**config.mk**
```make
export PLATFORM = sky130hd
export DESIGN_NAME = alu_issue_ctrl
export DESIGN_NICKNAME = d
export VERILOG_FILES = /design/src/rtl/alu_pkg.sv /design/src/rtl/alu_regfile.sv /design/src/rtl/alu_issue_ctrl.sv
export SDC_FILE = /design/constraint.sdc
export NUM_CORES = 1
export LEC_CHECK = 0
export BUFFER_PORTS_ARGS = -buffer_cell sky130_fd_sc_hd__buf_2
export CAP_MARGIN = 20
export CORE_MARGIN = 3
export CORE_UTILIZATION = 50
export DETAILED_ROUTE_END_ITERATION = 8
export PLACE_DENSITY = 0.7
export RECOVER_POWER = 25
export SYNTH_ARGS = -nofsm -noshare
export SYNTH_HDL_FRONTEND = slang
export SYNTH_SLANG_ARGS = --single-unit
```
**constraint.sdc**
```tcl
create_clock -name clk -period 1.9 [get_ports clk]
set_clock_uncertainty 0.05 [all_clocks]
set_input_delay 0.19 -clock clk [delete_from_list [all_inputs] [get_ports clk]]
set_output_delay 0.19 -clock clk [all_outputs]
set_load 0.01 [all_outputs]
```
**src/rtl/alu_pkg.sv**
```systemverilog
// alu_pkg -- shared ALU definitions for the issue controller slice.
//   ALU_Sel function codes as seen by the downstream ALU, plus the
//   default operand width and register-address width.
package alu_pkg;

  localparam int ALU_DATA_W = 32;
  localparam int ALU_REG_AW = 3;

  typedef enum logic [2:0] {
    ALU_ADD  = 3'b000,
    ALU_SUB  = 3'b001,
    ALU_AND  = 3'b010,
    ALU_OR   = 3'b011,
    ALU_XOR  = 3'b100,
    ALU_NOR  = 3'b101,
    ALU_RSV6 = 3'b110,  // ALU returns 0; passed through unchanged
    ALU_RSV7 = 3'b111
  } alu_sel_e;

endpackage

```
**src/rtl/alu_regfile.sv**
```systemverilog
// alu_regfile -- 2**REG_AW x DATA_W architectural register file.
//   Two async read ports (rs1/rs2), one async debug read port and one
//   synchronous write port. Register 0 is hardwired to zero: reads
//   return 0 and writes to it are dropped.
// Ports:
//   clk, rst            clock, synchronous active-high reset (clears all)
//   we/waddr/wdata      write port
//   raddr_a/rdata_a     read port A
//   raddr_b/rdata_b     read port B
//   dbg_addr/dbg_data   debug read port
module alu_regfile
  import alu_pkg::*;
#(
  parameter int DATA_W = ALU_DATA_W,
  parameter int REG_AW = ALU_REG_AW
) (
  input  logic              clk,
  input  logic              rst,
  input  logic              we,
  input  logic [REG_AW-1:0] waddr,
  input  logic [DATA_W-1:0] wdata,
  input  logic [REG_AW-1:0] raddr_a,
  output logic [DATA_W-1:0] rdata_a,
  input  logic [REG_AW-1:0] raddr_b,
  output logic [DATA_W-1:0] rdata_b,
  input  logic [REG_AW-1:0] dbg_addr,
  output logic [DATA_W-1:0] dbg_data
);

  localparam int NREG = 1 << REG_AW;

  logic [NREG-1:0][DATA_W-1:0] regs;

  always_ff @(posedge clk) begin
    if (rst) begin
      regs <= '0;
    end else if (we && waddr != '0) begin
      regs[waddr] <= wdata;
    end
  end

  // r0 decoded explicitly so the zero register never depends on storage
  assign rdata_a  = (raddr_a  == '0) ? '0 : regs[raddr_a];
  assign rdata_b  = (raddr_b  == '0) ? '0 : regs[raddr_b];
  assign dbg_data = (dbg_addr == '0) ? '0 : regs[dbg_addr];

endmodule

```
**src/rtl/alu_issue_ctrl.sv**
```systemverilog
// alu_issue_ctrl -- two-stage issue/writeback controller around an
//   external combinational ALU.
//   EX : registered alu_a/alu_b/alu_sel drive the ALU; ex_rd/ex_valid
//        track the op currently being computed.
//   WB : registered result stream (wb_valid/wb_rd/wb_data) with
//        valid/ready backpressure; the register file is written as the
//        op moves EX->WB.
//   A source that matches the op in EX takes alu_out directly, so
//   back-to-back dependent ops issue without bubbles.
// Ports:
//   clk, rst                      clock, synchronous active-high reset
//   op_valid/op_ready             micro-op handshake
//   op_sel/op_rd/op_rs1/op_rs2    function code and register operands
//   op_imm_en/op_imm              immediate replaces source B
//   alu_a/alu_b/alu_sel           registered drive to the ALU
//   alu_out/alu_zero              combinational ALU result and Zero
//   wb_valid/wb_ready/wb_rd/wb_data  result stream
//   zero_flag                     Zero of the last result moved to WB
//   dbg_addr/dbg_data             async register-file peek
module alu_issue_ctrl
  import alu_pkg::*;
#(
  parameter int DATA_W = ALU_DATA_W,
  parameter int REG_AW = ALU_REG_AW
) (
  input  logic              clk,
  input  logic              rst,
  input  logic              op_valid,
  output logic              op_ready,
  input  logic [2:0]        op_sel,
  input  logic [REG_AW-1:0] op_rd,
  input  logic [REG_AW-1:0] op_rs1,
  input  logic [REG_AW-1:0] op_rs2,
  input  logic              op_imm_en,
  input  logic [DATA_W-1:0] op_imm,
  output logic [DATA_W-1:0] alu_a,
  output logic [DATA_W-1:0] alu_b,
  output logic [2:0]        alu_sel,
  input  logic [DATA_W-1:0] alu_out,
  input  logic              alu_zero,
  output logic              wb_valid,
  input  logic              wb_ready,
  output logic [REG_AW-1:0] wb_rd,
  output logic [DATA_W-1:0] wb_data,
  output logic              zero_flag,
  input  logic [REG_AW-1:0] dbg_addr,
  output logic [DATA_W-1:0] dbg_data
);

  logic              ex_valid;
  logic [REG_AW-1:0] ex_rd;
  logic              adv;      // WB can take a new result this edge
  logic              ex_xfer;  // EX -> WB transfer this edge
  logic              accept;   // new op enters EX this edge
  logic [DATA_W-1:0] rf_a, rf_b;
  logic [DATA_W-1:0] src_a, src_b;

  assign adv      = !wb_valid || wb_ready;
  assign ex_xfer  = ex_valid && adv;
  assign op_ready = !rst && (!ex_valid || adv);
  assign accept   = op_valid && op_ready;

  alu_regfile #(
    .DATA_W (DATA_W),
    .REG_AW (REG_AW)
  ) u_rf (
    .clk      (clk),
    .rst      (rst),
    .we       (ex_xfer),
    .waddr    (ex_rd),
    .wdata    (alu_out),
    .raddr_a  (op_rs1),
    .rdata_a  (rf_a),
    .raddr_b  (op_rs2),
    .rdata_b  (rf_b),
    .dbg_addr (dbg_addr),
    .dbg_data (dbg_data)
  );

  // Source resolution. The op in EX has not reached the register file
  // yet, so its result is taken from alu_out. Whether or not it moves
  // to WB on this edge, alu_out is the value it will write. Anything
  // older has already been written to the register file.
  always_comb begin
    src_a = rf_a;
    if (op_rs1 == '0)
      src_a = '0;
    else if (ex_valid && ex_rd == op_rs1)
      src_a = alu_out;

    src_b = rf_b;
    if (op_rs2 == '0)
      src_b = '0;
    else if (ex_valid && ex_rd == op_rs2)
      src_b = alu_out;
  end

  always_ff @(posedge clk) begin
    if (rst) begin
      ex_valid  <= 1'b0;
      ex_rd     <= '0;
      alu_a     <= '0;
      alu_b     <= '0;
      alu_sel   <= '0;
      wb_valid  <= 1'b0;
      wb_rd     <= '0;
      wb_data   <= '0;
      zero_flag <= 1'b0;
    end else begin
      // EX stage: the operand registers only load on accept, so they
      // (and therefore alu_out) hold steady through a WB stall.
      if (accept) begin
        alu_sel  <= op_sel;
        alu_a    <= src_a;
        alu_b    <= op_imm_en ? op_imm : src_b;
        ex_rd    <= op_rd;
        ex_valid <= 1'b1;
      end else if (ex_xfer) begin
        ex_valid <= 1'b0;
      end

      // WB stage: result and Zero captured as the op leaves EX.
      if (ex_xfer) begin
        wb_valid  <= 1'b1;
        wb_rd     <= ex_rd;
        wb_data   <= alu_out;
        zero_flag <= alu_zero;
      end else if (wb_valid && wb_ready) begin
        wb_valid <= 1'b0;
      end
    end
  end

endmodule

```
# Word level (Yosys, flattened, before mapping)
# Index checks and enable logic that the tools add are counted.
totals:
  reg_bits: 364
  latchBits: 0
  mem_bits_rw: 0
  romBits: 0
  inputBits: 85
  out_inout_bits: 137
  memories: 0
op_classes:
  addsub: 0
  multipliers: 0
  div_mod_pow: 0
  n_lt_le_gt_ge: 5
  eq_ne: 2
  shift: 0
  n_mux: 19
  bitwise_logic: 0
  reduce_logical: 19
op_table:
  columns: ["cell", "count"]
  rows:
  - ["$mux 32", 10]
  - ["$bmux 32 s3", 3]
  - ["$bwmux 256", 1]
  - ["$demux 32 s3", 1]
  - ["$lt 3x4->1 const B", 4]
  - ["$logic_not 3->1", 3]
  - ["$logic_and 1x1->1", 8]
  - ["$eq 3x3->1", 2]
  - ["$mux 1", 4]
  - ["$reduce_bool 2->1", 2]
  - ["$ge 3x1->1 const B", 1]
  - ["$logic_not 1->1", 3]
  - ["$reduce_bool 3->1", 1]
  - ["$logic_or 1x1->1", 2]

# Depth between registers and ports, before layout
# Gate-level depths: netlist of run 1.
depth:
  word_depth: 6
  ltp_mapped: 7
  mapped_depth_nobuf: 4

# Cells and area by module
# Synthesis of run 1 repeated with hierarchy kept, for this count alone.
hier_totals:
  hier_cells: 2210
  area_unflattened_um2: 20966.4
by_module_without_submodules:
  columns: ["module", "instances", "cells_per_inst", "area_per_inst_um2", "seq_area_each_um2"]
  rows:
  - ["alu_regfile", 1, 1571, 15737.6, 4484.3]
  - ["alu_issue_ctrl", 1, 639, 5228.8, 2162.1]

# Worst setup path before layout of run 1
# Ideal clock, no wire load.
synth_path:
  path_kind: "input to output"
  from: "in dbg_addr[1]"
  to: "out dbg_data[13]"
  arrival_ns: 1.400
  required_time_ns: 1.660
  setup_slack_ns: 0.260
  path_stages: 5
  cell_sequence: "buf_2 -> clkbuf_1 -> mux2_2 -> a221oi_1 -> a21oi_1"
synth_between:
  elab_chain_len: 3
  elab_cells_between_ends: 4
  classes_between: "mux: 3; reduce/logical: 1"
synth_rtl:
  columns: ["item", "line_no", "source"]
  rows:
  - ["start: declaration", "alu_issue_ctrl.sv:46", "input logic [REG_AW-1:0] dbg_addr,"]
  - ["$bmux 32 s3", "alu_regfile.sv:45", "assign dbg_data = (dbg_addr == '0) ? '0 : regs[dbg_addr];"]
  - ["$mux 32 (implied by the code)", "alu_regfile.sv:45", null]
  - ["$mux 32 *", "alu_regfile.sv:45", null]
  - ["end: declaration", "alu_issue_ctrl.sv:47", "output logic [DATA_W-1:0] dbg_data"]
# Every way passes the cells marked *; elsewhere a longest branch is shown, timed or not. The select of a mux whose other input is x is not followed.

# Final worst setup path of run 1
layout_path:
  from: "reg u_rf.regs[243] (netlist bit)"
  to: "out dbg_data[19]"
layout_between:
  elab_chain_len: 3
layout_rtl:
  columns: ["item", "line_no", "source"]
  rows:
  - ["start: declaration", "alu_regfile.sv:32", "logic [NREG-1:0][DATA_W-1:0] regs;"]
  - ["start signal: indexed assignment", "alu_regfile.sv:38", "regs[waddr] <= wdata;"]
  - ["$bmux 32 s3", "alu_regfile.sv:45", null]
  - ["$mux 32 (implied by the code)", "alu_regfile.sv:45", null]
  - ["$mux 32", "alu_regfile.sv:45", null]
# Every way passes these cells. The select of a mux whose other input is x is not followed.

==> summary.txt, run 1 <==
Critical path
  • Reg-to-reg slack, setup: around 50 ps
  • Worst endpoint data arrival time: 1680 ps
  • Worst flop-to-flop path endpoint: u_rf.regs[253]
  • CP peak stage delay: between 400 and 500 ps
  • Slowest CP cell: mux4_2
  • Startpoint Class: flop
  • Worst R2R Start: ex_valid
  • Setup CP Type: flop to output pin
  • Critical path peak fanout: 4
  • Crit end category: output pin
  • Req. time, crit path: 1660 ps
  • Worst R2R Path Depth: 6
  • Worst-path cell chain: mux4_2 > inv_2 > a21oi_2 > buf_2

Synthesis
  • Netlist cell types: between 40 and 50
  • Cell count after synthesis: 2,206
  • Post-synthesis sequential area ratio: 37.1%
  • Post-synth EDFFs: 0
  • Async S/R FF share, synth: 0%
  • Syn Nets: 2,291
  • Area of the mapped netlist: 17,900 um2
  • Avg Cell Area, Syn: 8.12 um2
  • Register bit total from synthesis: between 300 and 400
  • Top FF cell, synth: dfxtp_1
  • Synth Warn #: 0

Floorplanning
  • Starting density of the core: between 50% and 60%
  • I/O pin count: 222
  • Num rows: 68
  • Die area: 38,100 um2
  • Die width: 195 um
  • CORE AREA: 34,900 um2
  • Die height: 195 um

CTS
  • CTS max path bufs: 3
  • CTS sink cnt: ~330
  • CTS buffer count: 38
  • Clock transition at the registers of the reported paths: 60 ps
  • Root Driver: clkbuf_16
  • Clock latency on the worst-skew pair: 540 ps
  • TritonCTS clock tree: built
  • H-Tree Depth: 2

Status
  • Status: finished with violations
  • Failing checks: negative setup slack

Routing
  • Iteration-0 DRC count of the detailed router: 2,401
  • DRC viols: 0
  • Pre-Repair DR Iteration Count: 7
  • ANT nets after route: 0
  • Wire per inst: 23.8 um
  • Vias post-DR: 18,891
  • Via density: 6.51
  • Drt total wl: 69,100 um

Placed design
  • IO Port Bufs: 221
  • DP Wirelength: 43,200 um
  • Dpl ws: 58.4 ps
  • Placer Congestion: 0.888

Flow run
  • Max-cap violation count: 0

Layout
  • Layout cell share with drive strength beyond 1: 24.4%
  • Synth-to-Final Area Change: 23.6%
  • Net count, final: ~2,500

Timing
  • RSZ-0062 raised after global routing: true
  • Period utilization: 101%
  • Slew Limit Headroom: 65.8%
  • Final worst slack: -23.0 ps
  • Final Hold Vio Count: 0
  • Pins Over Slew Limit: 0
  • Period minus WS final: 1920 ps
  • Max Clock Freq: 520 MHz
  • Final count of negative-setup-slack endpoints: 6
  • Worst-Margin Slew: 513 ps

Power and ir drop
  • Static leakage: 8.04 nW
  • Design Power: 17.6 mW
  • Pwr Density: 794 nW/um2
  • Max rail drop VDD: between 0.5 and 0.6 mV

GRT
  • GRT Total Usage: between 30 and 40%
  • Number of global-route vias before repair: roughly 18,000
  • Gr ovfl total: 0
  • Largest net degree at the start of global routing: 69
  • First-pass GRT wire length: 104,000 um
  • Initial antenna violation count: 1

Min path
  • Hold_sp: op_imm[9]
  • Min-delay worst type: input port to flop
  • Hold Path Sink: alu_b[9]
  • Hold-critical path depth: 3
-- area by class of cell --
| type | instances | area, um2 |
|---|---|---|
| multi-input cells | 1518 | 9990 |
| well taps | 455 | 569 |
| clock inverters | 14 | 179 |
| diodes | 1 | 2.50 |
| flip-flops and latches | 332 | 6780 |
| fillers | 2969 | 12700 |
| repair buffers | 420 | 3080 |
| clock buffers | 55 | 1140 |
| inverters | 107 | 402 |
-- sequential cells by signal, summed over array words and instances, names as in the netlist --
name / flops
alu_sel: 3
alu_a: 32
zero_flag: 1
wb_valid: 1
alu_b: 32
wb_rd: 3
wb_data: 32
ex_rd: 3
u_rf.regs: 224
ex_valid: 1
-- cell usage after synthesis, types with 2 or more instances --
cell,number,area (um2)
nand2_1,458,1720
a21oi_1,358,1790
dfxtp_1,332,6650
clkbuf_1,145,544
inv_1,105,394
mux2i_1,96,961
buf_2,70,350
nor2_1,69,259
a32oi_1,65,569
o22ai_1,64,400
nand2b_1,36,225
a221oi_1,35,307
nor3_1,33,165
mux2_2,32,360
mux4_2,32,721
nand3_1,32,160
a211oi_1,31,233
a2bb2oi_1,31,272
o2111ai_1,31,272
a221oi_2,30,450
o31ai_2,29,363
buf_4,17,128
buf_1,9,33.8
nand4_1,9,56.3
nand3b_1,8,60.1
buf_6,7,78.8
o21ai_0,6,30.0
nor4_4,5,106
and2_1,4,25.0
nor2b_1,4,25.0
xnor2_1,3,26.3
xor2_1,3,26.3
inv_2,2,7.51
nor4_2,2,25.0
o31ai_1,2,15.0
-- power by group --
part | leakage, nW | switching [mW] | internal, mW | total [mW]
Combinational | 4.65 | 1.60 | 0.937 | 2.53
Sequential | 2.74 | 0.152 | 7.16 | 7.31
Clock | 0.646 | 3.03 | 4.71 | 7.74
-- worst max-delay path, delay by kind of cell (launching register included) --
family	cells	cell delay [ps]
AOI/OAI and AO/OA	1	70
buffers and inverters	2	250
DFF	1	350
muxes	1	480
-- metal layers --
metal | GRT usage, % | vias up | share of wire [%]
li1 | - | 8301 | -
met5 | 0 | - | 0
met4 | 16.3 | 0 | 5.2
met1 | 45.6 | 8951 | 39
met2 | 53.8 | 1360 | 45
met3 | 6.92 | 279 | 11
-- worst max path at each step --
| stage | slack [ps] | end | cells past startpoint | start |
|---|---|---|---|---|
| floorplan | 260 | dbg_data[13] | 5 | dbg_addr[1] |
| global placement | 120 | alu_b[0] | 5 | ex_rd[0] |
| detailed placement | 60 | alu_b[0] | 5 | ex_rd[0] |
| CTS | -20 | dbg_data[16] | 4 | u_rf.regs[240] |
| global route | -60 | dbg_data[19] | 4 | u_rf.regs[243] |
| finish | -20 | dbg_data[19] | 4 | u_rf.regs[243] |
-- repair_timing --
action	4_1_cts	5_1_grt
hold endpoints to repair	257	0
gates resized for setup	33	126
gates cloned	0	0
endpoints found under the setup margin	18	35
pin swaps	0	4
hold buffers	71	0
setup buffers	6	19
-- kinds of logic (layout without fill, tap and decap cells) --
family / Yosys count / in the layout / share of synthesized area, %
simple gates: 666 / 666 / 16.1
compound gates: 686 / 686 / 26.4
other cells: 0 / 1 / 0
mux: 160 / 160 / 11.4
buf+inv: 356 / 596 / 8.61
xor+xnor: 6 / 6 / 0.294
flops: 332 / 332 / 37.1
-- per-stage QoR --
stage / setup TNS (ps) / hold slack, ps / cell area (um2) / instances / utilization (%)
after floorplan: 0 / 276 / 17900 / 2206 / -
final: -53.5 / 55.2 / 22100 / 2902 / 63.5
after detailed placement: 0 / 359 / 19700 / 2736 / 56.5
after CTS: -64.9 / 22.7 / 21800 / 2882 / 62.6
after global routing: -1080 / 79.1 / 22100 / 2902 / 63.5
after global placement: 0 / 357 / 19700 / 2736 / 56.5
-- placed cells by master, fill, tap and decap left out, types with 35 or more instances in the layout --
cell type        n
nand2_1        457
a21oi_1        349
dfxtp_1        235
clkbuf_1       113
buf_2          113
mux2i_1         96
buf_4           95
dfxtp_2         94
inv_1           86
dlygate4sd3_1   71
nor2_1          69
a32oi_1         65
o22ai_1         64
a221oi_2        53
clkbuf_16       41
nand2b_1        35
No activity file was read; power rests on OpenSTA's default activity.
==> run 2, diff against run 1 <==
- CORE_MARGIN: 3 -> not set
==> run 2 against run 1 <==
Largest power group unchanged; critical path depth stayed put; count of clock-buffer cells in the layout is 1 lower; critical path type unchanged; the run still ends with negative setup slack left; sequential power hardly changed; final area is 1.6% higher.
==> summary.txt, run 2 (synthesis results as in run 1) <==
Placed design
  • Placer Congestion: 0.941
  • Dpl ws: 113 ps
  • DP Wirelength: roughly 43,000 um
  • IO Port Bufs: 221

Floorplanning
  • CORE AREA: 34,900 um2
  • Starting density of the core: 51.3%
  • Die height: 191 um
  • Die width: 191 um
  • Num rows: 68
  • I/O pin count: roughly 220
  • Die area: 36,600 um2

Min path
  • Hold_sp: op_imm[9]
  • Min-delay worst type: input port to flop

Power and ir drop
  • Pwr Density: 792 nW/um2
  • Design Power: around 18 mW
  • Flop pwr share: 41.1%
  • Gate power share: 14.6%
  • Net switching power figure: roughly 5 mW
  • Max rail drop VDD: just under 0.7 mV
  • Clk pwr share: 44.3%
  • Static leakage: 8.18 nW
  • Switching share of power: 27.5%
  • Internal power: 12.9 mW

Layout
  • Fin util: between 60 and 70%
  • Synth-to-Final Area Change: 25.5%
  • Layout cell share with drive strength beyond 1: 26.9%
  • Most flops, register: u_rf.regs
  • Net count, final: 2,517
  • Commonest non-fill, non-tap cell in the layout: nand2_1
  • Commonest cells after routing, fill and taps aside: 457 x nand2_1, 339 x a21oi_1, 208 x dfxtp_1, 121 x dfxtp_2, 114 x buf_4
  • Fillers: between 2,000 and 3,000
  • Sequential cell area: 6810 um2
  • Max reg flops: 224
  • Area of the multi-input gates: 10,200 um2

GRT
  • Initial antenna violation count: 2
  • Largest net degree at the start of global routing: about 140
  • Gr ovfl total: 0
  • Number of global-route vias before repair: 18,155
  • GRT Total Usage: 37.5%
  • First-pass GRT wire length: 105,000 um

Routing
  • DRC viols: 0
  • Iteration-0 DRC count of the detailed router: 2,364
  • Drt total wl: 71,300 um
  • Pre-Repair DR Iteration Count: 6
  • Wire per inst: 24.5 um
  • ANT nets after route: 0
  • Vias post-DR: 19,185
  • Via density: 6.58

Critical path
  • Startpoint Class: flop
  • Setup CP Type: flop to output pin
  • CP Launch Point: u_rf.regs[239]
  • CP peak stage delay: 480 ps
  • Crit end category: output pin
  • Req. time, crit path: between 1500 and 2000 ps
  • Slowest CP cell: mux4_2
  • Critical path peak fanout: 4
  • Worst-path cell chain: mux4_2 > inv_2 > a21oi_4 > buf_6
  • Worst R2R Start: ex_rd[0]
  • Worst endpoint data arrival time: ~1700 ps

Timing
  • Worst-Margin Slew: 683 ps
  • Period utilization: 102%
  • Final Hold Vio Count: 0
  • Final worst slack: -36.6 ps
  • Period minus WS final: around 1900 ps
  • Final count of negative-setup-slack endpoints: 10
  • RSZ-0062 raised after global routing: true
  • Slew Limit Headroom: 54.5%
  • Pins Over Slew Limit: 0
  • Max Clock Freq: 516 MHz

CTS
  • Clock transition at the registers of the reported paths: around 70 ps
  • CTS max path bufs: 3
  • CTS buffer count: 37
  • TritonCTS clock tree: built
  • CTS sink cnt: 332
  • H-Tree Depth: 2
  • Root Driver: clkbuf_16
  • Clock latency on the worst-skew pair: 560 ps

Flow run
  • Max-cap violation count: 0

Status
  • Failing checks: negative setup slack
  • Status: finished with violations
## run 2: changes by cell type in the layout (fill, tap and decap cells not counted), sizes merged
cell / change
buf: +15
bufinv: +1
clkbuf: -1
clkinv: -1
clkinvlp: -1
dlygate4sd3: +1
inv: +1
## run 2: final cells by class
type	instances	share of cell area [%]
Clock buffer	54	4.99
Clock inverter	14	0.930
Antenna cell	1	0.0111
Inverter	107	1.79
Timing Repair Buffer	436	14.2
Multi-Input combinational cell	1518	45.3
Sequential cell	332	30.3
Tap cell	455	2.53
## run 2: critical path, delay by kind of cell, from the launching register on
| kind | cells | cell delay (ps) |
|---|---|---|
| buffers and inverters | 2 | 240 |
| flip-flops | 1 | 340 |
| AO/OA/AOI/OAI | 1 | 80 |
| multiplexers | 1 | 480 |
## run 2: final timing paths
kind,end,slack [ps],depth (start not counted)
max,dbg_data[15],-40,4
min,alu_b[9],40,3
max reg2reg,u_rf.regs[105],70,6
min reg2reg,wb_data[6],400,2
## run 2: repair_timing
action,in CTS,in global routing
gates cloned,0,0
hold endpoints to repair,289,0
resized for setup,78,144
setup buffers,11,28
pin swaps,2,15
hold buffers,72,0
setup endpoints to repair,31,40
## run 2: routing by layer
metal / up-vias / part of all wire, % / GRT usage, %
met3: 321 / 12 / 7.34
li1: 8309 / - / -
met2: 1457 / 45 / 58.9
met1: 9096 / 37 / 47.7
met5: - / 0.015 / 0
met4: 2 / 5.7 / 21.9
## run 2: power groups by stage
stage               Combinational, mW  Clock [mW]  Sequential (mW)
finish                           2.59        7.88             7.32
global route                     2.71        8.18             7.33
CTS                              2.49        7.94             7.31
detailed placement               2.34           0             7.46
global placement                 2.30           0             7.46
floorplan                        1.37           0             7.49
## run 2: metrics by stage
stage	setup TNS [ps]	area, um2	std cells	hold slack, ps
finish	-126	22500	2917	37.7
global placement	0	19700	2737	369
global route	-692	22500	2916	60.0
floorplan	0	17900	2206	276
detailed placement	0	19700	2737	376
CTS	-209	22000	2888	14.3
